File: src/rtl/lfsr_card_rng.sv
// lfsr_card_rng: parametrised Fibonacci LFSR with a req/ack draw port.
// A draw returns an unbiased card in 0..RANGE-1 by rejection sampling of
// the low SAMPLE_BITS of the LFSR state, bounded to MAX_TRIES samples; the
// last rejected sample is folded into range by subtracting RANGE.
// Optional feature macro: LFSR_ZERO_GUARD_EN (reseeds on an all-zero state
// or an all-zero seed load instead of locking up).
module lfsr_card_rng #(
  parameter int          WIDTH       = 16,
  parameter logic [31:0] TAPS        = 32'h0000_002D,
  parameter logic [31:0] RESET_SEED  = 32'h0000_1ACE,
  parameter int          RANGE       = 13,
  parameter int          SAMPLE_BITS = 4,
  parameter int          MAX_TRIES   = 8
) (
  input  logic                   clk,
  input  logic                   rst_n,
  input  logic                   load,
  input  logic [WIDTH-1:0]       seed,
  input  logic                   req,
  input  logic                   ack,
  output logic [WIDTH-1:0]       rnd,
  output logic [SAMPLE_BITS-1:0] card,
  output logic                   valid,
  output logic                   busy
);

  // One spare bit so the counter can never wrap, even at MAX_TRIES = 2^n.
  localparam int TRY_W = $clog2(MAX_TRIES) + 1;

  localparam logic [WIDTH-1:0]       TAP_MASK  = TAPS[WIDTH-1:0];
  localparam logic [WIDTH-1:0]       SEED_INIT = RESET_SEED[WIDTH-1:0];
  // RANGE may equal 2^SAMPLE_BITS, so compare against it one bit wider.
  localparam logic [SAMPLE_BITS:0]   RANGE_EXT = (SAMPLE_BITS + 1)'(RANGE);
  localparam logic [SAMPLE_BITS-1:0] RANGE_LOW = RANGE_EXT[SAMPLE_BITS-1:0];
  localparam logic [TRY_W-1:0]       LAST_TRY  = TRY_W'(MAX_TRIES - 1);

  typedef enum logic [1:0] {
    IDLE = 2'd0,
    DRAW = 2'd1,
    HOLD = 2'd2
  } state_t;

  state_t                 state_reg, state_next;
  logic [WIDTH-1:0]       rnd_reg, rnd_next;
  logic [SAMPLE_BITS-1:0] card_reg, card_next;
  logic                   valid_reg, valid_next;
  logic [TRY_W-1:0]       try_reg, try_next;

  logic                   fb;
  logic [SAMPLE_BITS-1:0] sample;
  logic                   in_range;

  assign fb       = ^(rnd_reg & TAP_MASK);
  assign sample   = rnd_reg[SAMPLE_BITS-1:0];
  assign in_range = ({1'b0, sample} < RANGE_EXT);

  // LFSR next state: load wins over shifting; optional zero-state recovery.
  always_comb begin
    rnd_next = {fb, rnd_reg[WIDTH-1:1]};
`ifdef LFSR_ZERO_GUARD_EN
    if (load) begin
      rnd_next = (seed == '0) ? SEED_INIT : seed;
    end else if (rnd_reg == '0) begin
      rnd_next = SEED_INIT;
    end
`else
    if (load) begin
      rnd_next = seed;
    end
`endif
  end

  // Draw FSM next state and registered-output next values.
  always_comb begin
    state_next = state_reg;
    card_next  = card_reg;
    valid_next = valid_reg;
    try_next   = try_reg;
    case (state_reg)
      IDLE: begin
        if (req) begin
          state_next = DRAW;
          try_next   = '0;
        end
      end
      DRAW: begin
        if (in_range) begin
          card_next  = sample;
          valid_next = 1'b1;
          state_next = HOLD;
        end else if (try_reg < LAST_TRY) begin
          try_next = try_reg + TRY_W'(1);
        end else begin
          // Out-of-range sample lies in RANGE..2*RANGE-1, so this is < RANGE.
          card_next  = sample - RANGE_LOW;
          valid_next = 1'b1;
          state_next = HOLD;
        end
      end
      HOLD: begin
        if (ack) begin
          valid_next = 1'b0;
          state_next = IDLE;
        end
      end
      default: begin
        state_next = IDLE;
        valid_next = 1'b0;
      end
    endcase
  end

  // State, LFSR and output registers; reset discards any in-flight draw.
  always_ff @(posedge clk or negedge rst_n) begin
    if (!rst_n) begin
      state_reg <= IDLE;
      rnd_reg   <= SEED_INIT;
      card_reg  <= '0;
      valid_reg <= 1'b0;
      try_reg   <= '0;
    end else begin
      state_reg <= state_next;
      rnd_reg   <= rnd_next;
      card_reg  <= card_next;
      valid_reg <= valid_next;
      try_reg   <= try_next;
    end
  end

  assign rnd   = rnd_reg;
  assign card  = card_reg;
  assign valid = valid_reg;
  assign busy  = (state_reg != IDLE);

endmodule

File: config.mk
export PLATFORM = sky130hd
export DESIGN_NAME = lfsr_card_rng
export DESIGN_NICKNAME = d
export VERILOG_FILES = /design/src/rtl/lfsr_card_rng.sv
export SDC_FILE = /design/constraint.sdc
export NUM_CORES = 1
export LEC_CHECK = 0
export BUFFER_PORTS_ARGS = -buffer_cell sky130_fd_sc_hd__buf_4
export CAP_MARGIN = 0
export CORE_UTILIZATION = 52
export CTS_BUF_LIST = sky130_fd_sc_hd__clkbuf_8 sky130_fd_sc_hd__clkbuf_16
export DETAILED_ROUTE_END_ITERATION = 7
export PLACE_DENSITY = 0.8
export RECOVER_POWER = 100
export SETUP_SLACK_MARGIN = 0.4
export SYNTH_ARGS = -nofsm -noshare
export SYNTH_HDL_FRONTEND = slang
export SYNTH_SLANG_ARGS = --single-unit
File: constraint.sdc
create_clock -name clk -period 3.77 [get_ports clk]
set_input_delay 0.754 -clock clk [delete_from_list [all_inputs] [get_ports clk]]
set_output_delay 0.754 -clock clk [all_outputs]
set_load 0.05 [all_outputs]
==> impl_metrics.env <==
export IMPL_status="completed"
export IMPL_regArea_sq_um=686
export IMPL_synth_cell_area_sq_um=1230
export IMPL_synth_async_sr_flop_share_pct=100
export IMPL_p_seq_share_pct=43.3
export IMPL_internal_power_uw=534
export IMPL_clkLatencyLatePin_ps=270
export IMPL_skew_ps=5.44
export IMPL_r2r_cells=5
export IMPL_place_inst=166
export IMPL_antenna_cells_inserted=0
export IMPL_yosysMostFrequentCell="dfrtp_1"
export IMPL_synth_cells=100
export IMPL_yosys_top_cells_area="dfrtp_1 39%, dfstp_2 17%, mux2_2 13%"
export IMPL_drc_errors=0
export IMPL_fin_crit_ps=2190
export IMPL_numCtsBuffers=3
export IMPL_combPwrFrac_pct=40.0
export IMPL_dpl_worst_slack_ps=1820
export IMPL_clkPwrFrac_pct=16.7
export IMPL_min_path_type="reg -> reg"
export IMPL_synth_edf_count=0
export IMPL_multiInputGateArea_sq_um=502
export IMPL_finalHoldViolations=0
export IMPL_final_util_pct=67.2
export IMPL_synth_common_cells="19 x dfrtp_1, 14 x mux2_2, 8 x a21oi_1, 8 x dfstp_2, 6 x nor2_1"
export IMPL_syn_nets=124
export IMPL_totalWireLength_mm=2.19
export IMPL_finalPower_uw=952
export IMPL_syn_area_per_cell_sq_um=12.3
export IMPL_core_region_area_sq_um=2230
export IMPL_cts_sinks=27
export IMPL_grt_pass1_wl_mm=3.70
export IMPL_clk_path_buf_depth=2
export IMPL_setup_viol=0
export IMPL_dieArea_sq_um=2570
export IMPL_htree_levels=1
export IMPL_grt_pass1_vias=905
export IMPL_worst_setup_path_type="reg -> out"
export IMPL_vias=883
export IMPL_grt_usage_pct=19.5
export IMPL_post_synth_num_cell_types=30
export IMPL_yosys_area_top_type="dfrtp_1"
export IMPL_vias_per_cell=5.19
export IMPL_synth_seq_area_share_pct=55.6
export IMPL_start_util_pct=55.2
export IMPL_ant_nets=0
export IMPL_crit_arrival_ps=1430
export IMPL_dr_first_iter_drc_count=6
export IMPL_synth_top_flop_cell="dfrtp_1"
export IMPL_leakage_nw=0.647
export IMPL_wl_per_cell_microns=12.9
export IMPL_drive_above_1_share_pct=31.7
export IMPL_overflow=0
export IMPL_slew_violations=0
export IMPL_fin_cells=170
export IMPL_cts_hold_buf=0
export IMPL_worst_pin_slew_ps=1340
export IMPL_fin_crit_sh_pct=58.1
export IMPL_num_rows=17
export IMPL_min_path_cells=1
export IMPL_slew_headroom_pct=10.5
export IMPL_place_area_sq_um=1560
export IMPL_powerDensity_nw_per_um2=635
export IMPL_cts_resized_gates=0
export IMPL_num_fill_cells=200
export IMPL_power_share_switching_pct=43.9
export IMPL_antenna_found_initial=0
export IMPL_ys_warn_count=0
export IMPL_synth_seq_cells=27
export IMPL_rsz0062_at_grt="false"
export IMPL_cp_start_kind="register"
export IMPL_hold_slack_ps=496
export IMPL_port_buffers=42
export IMPL_post_cts_buffers=0
export IMPL_grt_max_degree=28
export IMPL_path_clk_slew_ps=90
export IMPL_vdd_ir_drop_max_uv=424
export IMPL_fin_nets=167
export IMPL_largest_reg_flops=16
export IMPL_die_h_microns=50.7
export IMPL_maxCapViolCount=0
export IMPL_required_ps=3020
export IMPL_setup_tns_final_ps=0
export IMPL_yosys_area_top_type_share_pct=38.6
export IMPL_synthToLayoutAreaGrowth_pct=21.7
export IMPL_reg2reg_slack_ps=1730
export IMPL_gp_routability_congestion=0.787
export IMPL_crit_fanout=12
export IMPL_max_freq_ghz=0.457
export IMPL_drt_first_pass_iters=3
export IMPL_clock_root_buffer="clkbuf_8"
export IMPL_pin_count=43
export IMPL_setup_slack_ps=1580
export IMPL_die_w_microns=50.7
export IMPL_final_area_sq_um=1500
export IMPL_end_kind="primary output"
export IMPL_hpwl_mm=1.70
export IMPL_net_switching_power_uw=418
export IMPL_cts_tree="yes"
[worst paths after layout]
kind,start,end
setup / recovery,state_reg[0],busy
hold / removal,card[1],card[1]
setup reg to reg,rnd[1],card[1]
hold reg to reg,card[1],card[1]
max in group asynchronous,rst_n,state_reg[1]
min in group asynchronous,rst_n,try_reg[0]
[power by group through the flow]
stage                     Combinational [mW]  Sequential, mW  Clock [mW]
after floorplan                        0.158           0.566           0
after global placement                 0.431           0.417           0
after detailed placement               0.437           0.421           0
after CTS                              0.438           0.416       0.163
after global routing                   0.408           0.423       0.172
final                                  0.381           0.413       0.159
[critical path: stages, from the launching register on]
cell      delay [ps]
dfrtp_1          540
or2_2            170
clkbuf_1         450
[placed cells by master (no fill, tap or decap), types with 4 or more instances in the layout]
master,count
a21oi_1,9
nor2_1,6
dfrtp_1,19
mux2_2,14
o21ai_0,4
nand2_1,5
buf_4,18
dfstp_2,7
clkbuf_1,24
[cells by family after synthesis]
group / synth area share, %
compound gates: 10.9
xor+xnor: 3.55
fa+ha+maj: 3.05
buf+inv: 2.34
flops: 55.6
mux: 13.7
simple gates: 10.9
[cell type report]
class	count	share of cell area, %
clock buffer	3	2.75
clock inverter	1	0.250
inverter	2	0.500
multi-input combinational	67	33.4
sequential	27	45.7
tap	28	2.34
timing repair buffer	42	15.0
[per-layer routing]
metal  track usage, %  part of all wire [%]  vias to the layer above
li1                 -                     -                      427
met1             22.6                    43                      425
met2             34.4                    50                       28
met3             5.15                   5.9                        3
met4             6.94                   1.1                        0
met5                0                     0                        -
No activity file was read; power rests on OpenSTA's default activity.
